==> src/rtl/score_pkg.sv <==
// Shared constants and types for the score-to-glyph-address path.
package score_pkg;

    localparam int NUM_DIGITS          = 6;
    localparam int SCORE_MAX           = 999999;
    localparam int BLANK_GLYPH_DEFAULT = 10;

    typedef logic [3:0] digit_t;

    typedef enum logic [1:0] {
        IDLE,
        CONVERT,
        COMMIT
    } state_t;

endpackage

==> src/rtl/score_digit_addr_if.sv <==
// Score input handshake, row input and the six glyph-RAM address outputs.
interface score_digit_addr_if
    import score_pkg::*;
#(
    parameter int SCORE_W       = 20,
    parameter int ROW_W         = 4,
    parameter int ADDRESS_WIDTH = 8
);
    // A score transfers on a rising clk edge where score_valid && score_ready;
    // the source holds score_in/score_valid stable until then. score_done
    // pulses for one cycle when the converted digits are committed.
    logic [SCORE_W-1:0]       score_in;
    logic                     score_valid;
    logic                     score_ready;
    logic                     score_done;
    logic [ROW_W-1:0]         row_in;
    logic [ADDRESS_WIDTH-1:0] addrUnits;
    logic [ADDRESS_WIDTH-1:0] addrTens;
    logic [ADDRESS_WIDTH-1:0] addrHundreds;
    logic [ADDRESS_WIDTH-1:0] addrThousands;
    logic [ADDRESS_WIDTH-1:0] addrTenThousands;
    logic [ADDRESS_WIDTH-1:0] addrHundredThousands;
    state_t                   fsm_state;

    modport master (
        output score_in, score_valid, row_in,
        input  score_ready, score_done, fsm_state,
        input  addrUnits, addrTens, addrHundreds,
        input  addrThousands, addrTenThousands, addrHundredThousands
    );

    modport slave (
        input  score_in, score_valid, row_in,
        output score_ready, score_done, fsm_state,
        output addrUnits, addrTens, addrHundreds,
        output addrThousands, addrTenThousands, addrHundredThousands
    );

endinterface

==> src/rtl/bcd_add3_nibble.sv <==
// One double-dabble correction step: a BCD nibble of 5 or more gets +3.
module bcd_add3_nibble
    import score_pkg::*;
(
    input  digit_t nibble,
    output digit_t adjusted
);

    assign adjusted = (nibble >= 4'd5) ? nibble + 4'd3 : nibble;

endmodule

==> src/rtl/score_digit_addr.sv <==
// Binary score -> six BCD digits (double-dabble) -> per-digit glyph-RAM addresses.
// Build option SCORE_LEADING_ZERO_BLANK_EN shows leading zeros above units as BLANK_GLYPH.
module score_digit_addr
    import score_pkg::*;
#(
    parameter int SCORE_W       = 20,
    parameter int ADDRESS_WIDTH = 8,
    parameter int GLYPH_ROWS    = 16,
    parameter int ROW_W         = 4,
    parameter int BLANK_GLYPH   = BLANK_GLYPH_DEFAULT
) (
    input logic               clk,
    input logic               resetn,
    score_digit_addr_if.slave bus
);

    localparam int BCD_W = 4 * NUM_DIGITS;
    localparam int CNT_W = (SCORE_W > 1) ? $clog2(SCORE_W) : 1;

    // Ten digit glyphs plus the blank glyph must fit in the RAM address space.
    if (11 * GLYPH_ROWS > 2 ** ADDRESS_WIDTH) begin : g_addr_check
        $error("glyph RAM too small: 11*GLYPH_ROWS exceeds 2**ADDRESS_WIDTH");
    end
    if (BLANK_GLYPH < 10 || (BLANK_GLYPH + 1) * GLYPH_ROWS > 2 ** ADDRESS_WIDTH) begin : g_blank_check
        $error("BLANK_GLYPH must not alias a digit glyph and must fit the glyph RAM");
    end

    state_t                    state;
    state_t                    state_next;
    logic                      accept;
    logic [SCORE_W-1:0]        shift_q;
    logic [BCD_W-1:0]          scratch_q;
    logic [BCD_W-1:0]          scratch_adj;
    logic [BCD_W+SCORE_W-1:0]  shifted;
    logic [CNT_W-1:0]          cnt_q;
    digit_t                    digit_q   [NUM_DIGITS];
    logic [ADDRESS_WIDTH-1:0]  glyph     [NUM_DIGITS];
    logic [ADDRESS_WIDTH-1:0]  addr_next [NUM_DIGITS];
    logic [ADDRESS_WIDTH-1:0]  addr_q    [NUM_DIGITS];

    assign accept          = (state == IDLE) && bus.score_valid;
    assign bus.score_ready = (state == IDLE);
    assign bus.score_done  = (state == COMMIT);
    assign bus.fsm_state   = state;

    for (genvar i = 0; i < NUM_DIGITS; i++) begin : g_add3
        bcd_add3_nibble u_add3 (
            .nibble   (scratch_q[4*i +: 4]),
            .adjusted (scratch_adj[4*i +: 4])
        );
    end

    assign shifted = {scratch_adj, shift_q} << 1;

    always_ff @(posedge clk or negedge resetn) begin
        if (!resetn) state <= IDLE;
        else         state <= state_next;
    end

    always_comb begin
        state_next = state;
        case (state)
            IDLE:    if (accept) state_next = CONVERT;
            CONVERT: if (cnt_q == '0) state_next = COMMIT;
            COMMIT:  state_next = IDLE;
            default: state_next = IDLE;
        endcase
    end

    // The counter reaching zero marks the SCORE_W-th shift.
    always_ff @(posedge clk or negedge resetn) begin
        if (!resetn) begin
            shift_q   <= '0;
            scratch_q <= '0;
            cnt_q     <= '0;
        end else if (accept) begin
            shift_q   <= (32'(bus.score_in) > SCORE_MAX) ? SCORE_W'(SCORE_MAX) : bus.score_in;
            scratch_q <= '0;
            cnt_q     <= CNT_W'(SCORE_W - 1);
        end else if (state == CONVERT) begin
            {scratch_q, shift_q} <= shifted;
            cnt_q                <= cnt_q - 1'b1;
        end
    end

    always_ff @(posedge clk or negedge resetn) begin
        if (!resetn) begin
            for (int i = 0; i < NUM_DIGITS; i++) digit_q[i] <= '0;
        end else if (state == COMMIT) begin
            for (int i = 0; i < NUM_DIGITS; i++) digit_q[i] <= scratch_q[4*i +: 4];
        end
    end

`ifdef SCORE_LEADING_ZERO_BLANK_EN
    logic [NUM_DIGITS-1:0] blank_q;
    logic [NUM_DIGITS-1:0] blank_next;
    logic                  lead_zero;

    // A digit blanks when it and every digit above it are zero; units never blanks.
    always_comb begin
        blank_next = '0;
        lead_zero  = 1'b1;
        for (int i = NUM_DIGITS - 1; i >= 1; i--) begin
            lead_zero     = lead_zero && (scratch_q[4*i +: 4] == 4'd0);
            blank_next[i] = lead_zero;
        end
    end

    always_ff @(posedge clk or negedge resetn) begin
        if (!resetn)               blank_q <= '0;
        else if (state == COMMIT)  blank_q <= blank_next;
    end

    always_comb begin
        for (int i = 0; i < NUM_DIGITS; i++)
            glyph[i] = blank_q[i] ? ADDRESS_WIDTH'(BLANK_GLYPH) : ADDRESS_WIDTH'(digit_q[i]);
    end
`else
    always_comb begin
        for (int i = 0; i < NUM_DIGITS; i++) glyph[i] = ADDRESS_WIDTH'(digit_q[i]);
    end
`endif

    always_comb begin
        for (int i = 0; i < NUM_DIGITS; i++)
            addr_next[i] = glyph[i] * ADDRESS_WIDTH'(GLYPH_ROWS) + ADDRESS_WIDTH'(bus.row_in);
    end

    always_ff @(posedge clk or negedge resetn) begin
        if (!resetn) begin
            for (int i = 0; i < NUM_DIGITS; i++) addr_q[i] <= '0;
        end else begin
            for (int i = 0; i < NUM_DIGITS; i++) addr_q[i] <= addr_next[i];
        end
    end

    assign bus.addrUnits            = addr_q[0];
    assign bus.addrTens             = addr_q[1];
    assign bus.addrHundreds         = addr_q[2];
    assign bus.addrThousands        = addr_q[3];
    assign bus.addrTenThousands     = addr_q[4];
    assign bus.addrHundredThousands = addr_q[5];

endmodule
==> src/flat_wrapper.sv <==
// flat-port wrapper written by rule: the top's interface ports become plain ports
module score_digit_addr_flat import score_pkg::*;
#(
    parameter int SCORE_W       = 20,
    parameter int ADDRESS_WIDTH = 8,
    parameter int GLYPH_ROWS    = 16,
    parameter int ROW_W         = 4,
    parameter int BLANK_GLYPH   = BLANK_GLYPH_DEFAULT
)
  (clk, resetn, bus_score_in, bus_score_valid, bus_row_in, bus_score_ready, bus_score_done, bus_fsm_state, bus_addrUnits, bus_addrTens, bus_addrHundreds, bus_addrThousands, bus_addrTenThousands, bus_addrHundredThousands);
  score_digit_addr_if #(.SCORE_W(SCORE_W), .ROW_W(ROW_W), .ADDRESS_WIDTH(ADDRESS_WIDTH)) bus_i ();
  input logic clk;
  input logic resetn;
  input wire logic [$bits(bus_i.score_in)-1:0] bus_score_in;
  input wire logic [$bits(bus_i.score_valid)-1:0] bus_score_valid;
  input wire logic [$bits(bus_i.row_in)-1:0] bus_row_in;
  output wire logic [$bits(bus_i.score_ready)-1:0] bus_score_ready;
  output wire logic [$bits(bus_i.score_done)-1:0] bus_score_done;
  output wire logic [$bits(bus_i.fsm_state)-1:0] bus_fsm_state;
  output wire logic [$bits(bus_i.addrUnits)-1:0] bus_addrUnits;
  output wire logic [$bits(bus_i.addrTens)-1:0] bus_addrTens;
  output wire logic [$bits(bus_i.addrHundreds)-1:0] bus_addrHundreds;
  output wire logic [$bits(bus_i.addrThousands)-1:0] bus_addrThousands;
  output wire logic [$bits(bus_i.addrTenThousands)-1:0] bus_addrTenThousands;
  output wire logic [$bits(bus_i.addrHundredThousands)-1:0] bus_addrHundredThousands;
  assign bus_i.score_in = bus_score_in;
  assign bus_i.score_valid = bus_score_valid;
  assign bus_i.row_in = bus_row_in;
  assign bus_score_ready = bus_i.score_ready;
  assign bus_score_done = bus_i.score_done;
  assign bus_fsm_state = bus_i.fsm_state;
  assign bus_addrUnits = bus_i.addrUnits;
  assign bus_addrTens = bus_i.addrTens;
  assign bus_addrHundreds = bus_i.addrHundreds;
  assign bus_addrThousands = bus_i.addrThousands;
  assign bus_addrTenThousands = bus_i.addrTenThousands;
  assign bus_addrHundredThousands = bus_i.addrHundredThousands;
  score_digit_addr #(.SCORE_W(SCORE_W), .ADDRESS_WIDTH(ADDRESS_WIDTH), .GLYPH_ROWS(GLYPH_ROWS), .ROW_W(ROW_W), .BLANK_GLYPH(BLANK_GLYPH)) u_core (.clk(clk), .resetn(resetn), .bus(bus_i));
endmodule
==> config.mk <==
export PLATFORM = sky130hd
export DESIGN_NAME = score_digit_addr_flat
export DESIGN_NICKNAME = d
export VERILOG_FILES = /design/src/rtl/score_pkg.sv /design/src/rtl/score_digit_addr_if.sv /design/src/rtl/bcd_add3_nibble.sv /design/src/rtl/score_digit_addr.sv /design/src/flat_wrapper.sv
export SDC_FILE = /design/constraint.sdc
export NUM_CORES = 1
export LEC_CHECK = 0
export BUFFER_PORTS_ARGS = -buffer_cell sky130_fd_sc_hd__buf_2
export CORE_MARGIN = 8
export CORE_UTILIZATION = 55
export CTS_CLUSTER_DIAMETER = 30
export DETAILED_ROUTE_END_ITERATION = 6
export HOLD_SLACK_MARGIN = 0.02
export PLACE_DENSITY_LB_ADDON = 0.15
export SYNTH_ARGS = -nofsm -noshare
export SYNTH_HDL_FRONTEND = slang
export SYNTH_SLANG_ARGS = --single-unit
==> constraint.sdc <==
create_clock -name clk -period 2 [get_ports clk]
set_input_delay 0.2 -clock clk [delete_from_list [all_inputs] [get_ports clk]]
set_output_delay 0.2 -clock clk [all_outputs]
set_load 0.02 [all_outputs]
==> reports/metrics.cfg <==
[clocking]
cts_tree=done
clk_pin_slew_worst_paths_ns=0.10
post_cts_buffers=0
cts_made_buffers=9
htreeDepth=3
cts-root-buf=clkbuf_8
cts_buffer_depth=2
cts_resized=0
clk_latency_ns=0.37
cts_sinks=103

[sta]
max_freq_ghz=0.557
rsz0062_at_grt=false
slew_headroom_pct=50.5
setup_viol=0
hold_viol=0
worst_pin_slew_ns=0.742
skew_ns=0.0134
tns_ns=0
min_period_ns=1.79
report.final.slew_viol_count=0
fin_crit_sh_pct=89.7

[flow_run]
cap_violations=0

[floorplan]
die_x_um=107
initial_core_util_pct=55.9
rows=33
boundaryPins=79
dieArea_mm2=0.0114
core_region_area_mm2=0.00813
die_h_um=107

[power_and_ir_drop]
total_power_w=0.00781
max-vdd-ir-drop_v=0.000698
pwr_density_cell_mw_per_mm2=1510
power_leakage_nw=2.48

[finish]
drive_gt1_share_pct=24.7
final_common_cell=dfrtp_1
n_antenna_cell=0
nets=526
fillers=668
syn_to_final_growth_pct=13.8
layout_common_cells=dfrtp_1, buf_2, nand2_1, o21ai_0

[setup_path]
cpMaxStageDelayCell=dfrtp_1
endpoint_kind=flip-flop
cp_slowest_stage_delay_ns=0.43
crit_arrival_ns=2.07
path_buf_inv=1
cp-start-kind=flip-flop
crit_fanout=4
crit_family=compound AO/OA/AOI/OAI gates
critPathKind=reg -> reg
required_ns=2.28
crit_path_cell_trace=inv_1 > ha_1 > nand2b_1 > a21oi_1 > mux2_2 > o21ai_0

[hold_path]
holdCritPathClass=in -> reg

[global_route]
grt_pass1_wl_mm=15.6
grt_usage_pct=16.9
grt_pass1_vias=3292
antenna_found_initial=0
grt_overflow_total=0
grt_max_degree=50

[route]
wl_per_cell_um=15.4
finalWirelength_mm=9.19
drtIter0Drc=205
vias_per_cell=5.46
drc=0
ant_nets=0
vias=3247
firstDrtPassIters=4

[synth]
async_flop_share_pct=100
syn_inst=420
ys_seq_area_share_pct=56.7
synthFlopType=dfrtp_1
syn_area_per_cell_um2=10.8
syn-cell-area_mm2=0.00455
yosys_warnings=0
synth-seq-cells=103
synth_fp_nets=461
synth_edf_count=0
ys_types=44

[placed_design]
numPortBuffers=78
gp_congestion=0.790
place_hpwl_mm=6.62

[status]
status=finished, final reports clean

[synthesized netlist by cell type, drive strengths merged, types with 6 or more instances]
cell type	number	area [um^2]
dfrtp	103	2580
o21ai	48	244
nand2	42	158
buf	36	239
a21oi	22	110
nor2	22	82.6
inv	17	63.8
nand3	17	85.1
mux2	16	180
ha	14	175
nand2b	9	56.3
nand3b	7	52.6
a22o	6	52.6
o22ai	6	37.5
xnor2	6	52.6
[cell type report]
| type | count | area [um^2] | share of cell area [%] |
|---|---|---|---|
| clock buffers | 10 | 128 | 2.47 |
| repair buffers | 95 | 571 | 11.0 |
| clock inverters | 6 | 53.8 | 1.04 |
| well taps | 105 | 131 | 2.54 |
| multi-input cells | 259 | 1650 | 31.8 |
| flip-flops and latches | 103 | 2580 | 49.8 |
| inverters | 17 | 63.8 | 1.23 |
[registers in the layout, indices dropped and copies added (netlist names)]
signal and cells:
u_core.shift_q 20, u_core.bus.addrUnits 8, u_core.bus.addrThousands 4, u_core.bus.addrHundredThousands 4, u_core.cnt_q 5, u_core.bus.fsm_state 2, u_core.bus.addrTenThousands 4, u_core.scratch_q 24
u_core.digit_q 24, u_core.bus.addrHundreds 4, u_core.bus.addrTens 4
[worst paths after layout]
| kind | start | to | slack, ns | cells past startpoint |
|---|---|---|---|---|
| worst min register to register | u_core.digit_q[2] | u_core.bus.addrHundredThousands[6] | 0.37 | 0 |
| worst max-delay path | u_core.scratch_q[8] | u_core.scratch_q[10] | 0.21 | 6 |
| min in group asynchronous | resetn | u_core.digit_q[16] | 0.40 | 2 |
| max in group asynchronous | resetn | u_core.scratch_q[7] | 1.00 | 3 |
| worst min-delay path | bus_score_in[12] | u_core.shift_q[12] | 0.1 | 3 |
| worst max register to register | u_core.scratch_q[8] | u_core.scratch_q[10] | 0.21 | 6 |
[cell families (layout without fill, tap and decap cells)]
group,after synthesis,count (layout),share of synthesized area (%)
simple gates,114,114,12.3
compound gates,104,104,14.0
xor+xnor,11,11,2.12
buf+inv,58,128,7.07
flops,103,103,56.7
mux,16,16,3.96
fa+ha+maj,14,14,3.85
[layer usage]
layer  track usage, %  vias to the layer above  routed length (um)
met2             27.4                       92                4510
met5                0                        -                   0
li1                 -                     1556                   -
met4             6.23                        0                  78
met3             4.02                        9                 551
met1             21.4                     1590                4050
[per-stage QoR]
stage | hold slack, ns | instance area [um^2] | setup slack, ns | util, % | instances
after floorplan | -0.0956 | 4550 | 0.490 | - | 420
after global placement | 0.269 | 4940 | 0.319 | 60.7 | 574
after detailed placement | 0.270 | 4940 | 0.248 | 60.7 | 574
after CTS | 0.0926 | 5170 | 0.221 | 63.6 | 595
after global routing | 0.123 | 5170 | 0.0297 | 63.6 | 595
final | 0.0957 | 5170 | 0.206 | 63.6 | 595
[worst reg2reg max path: cells and delay by family (launching register included)]
| kind | cells | cell delay [ns] |
|---|---|---|
| AOI/OAI and AO/OA | 2 | 0.46 |
| buffers and inverters | 1 | 0.13 |
| adders and majority gates | 1 | 0.24 |
| muxes | 1 | 0.37 |
| and+or+nand+nor | 1 | 0.07 |
| DFF | 1 | 0.43 |
[repair_timing]
item,4_1_cts,5_1_grt
setup endpoints to repair,0,0
hold buffers,5,0
endpoints found under the hold margin,51,0
[report_power, final]
part           switching, W  internal (W)  total, W  leakage (nW)
Sequential         0.000585       0.00298   0.00356          1.28
Combinational       0.00174       0.00130   0.00304          1.12
Clock              0.000741      0.000473   0.00121        0.0825
Power figures use the tool's default switching activity.
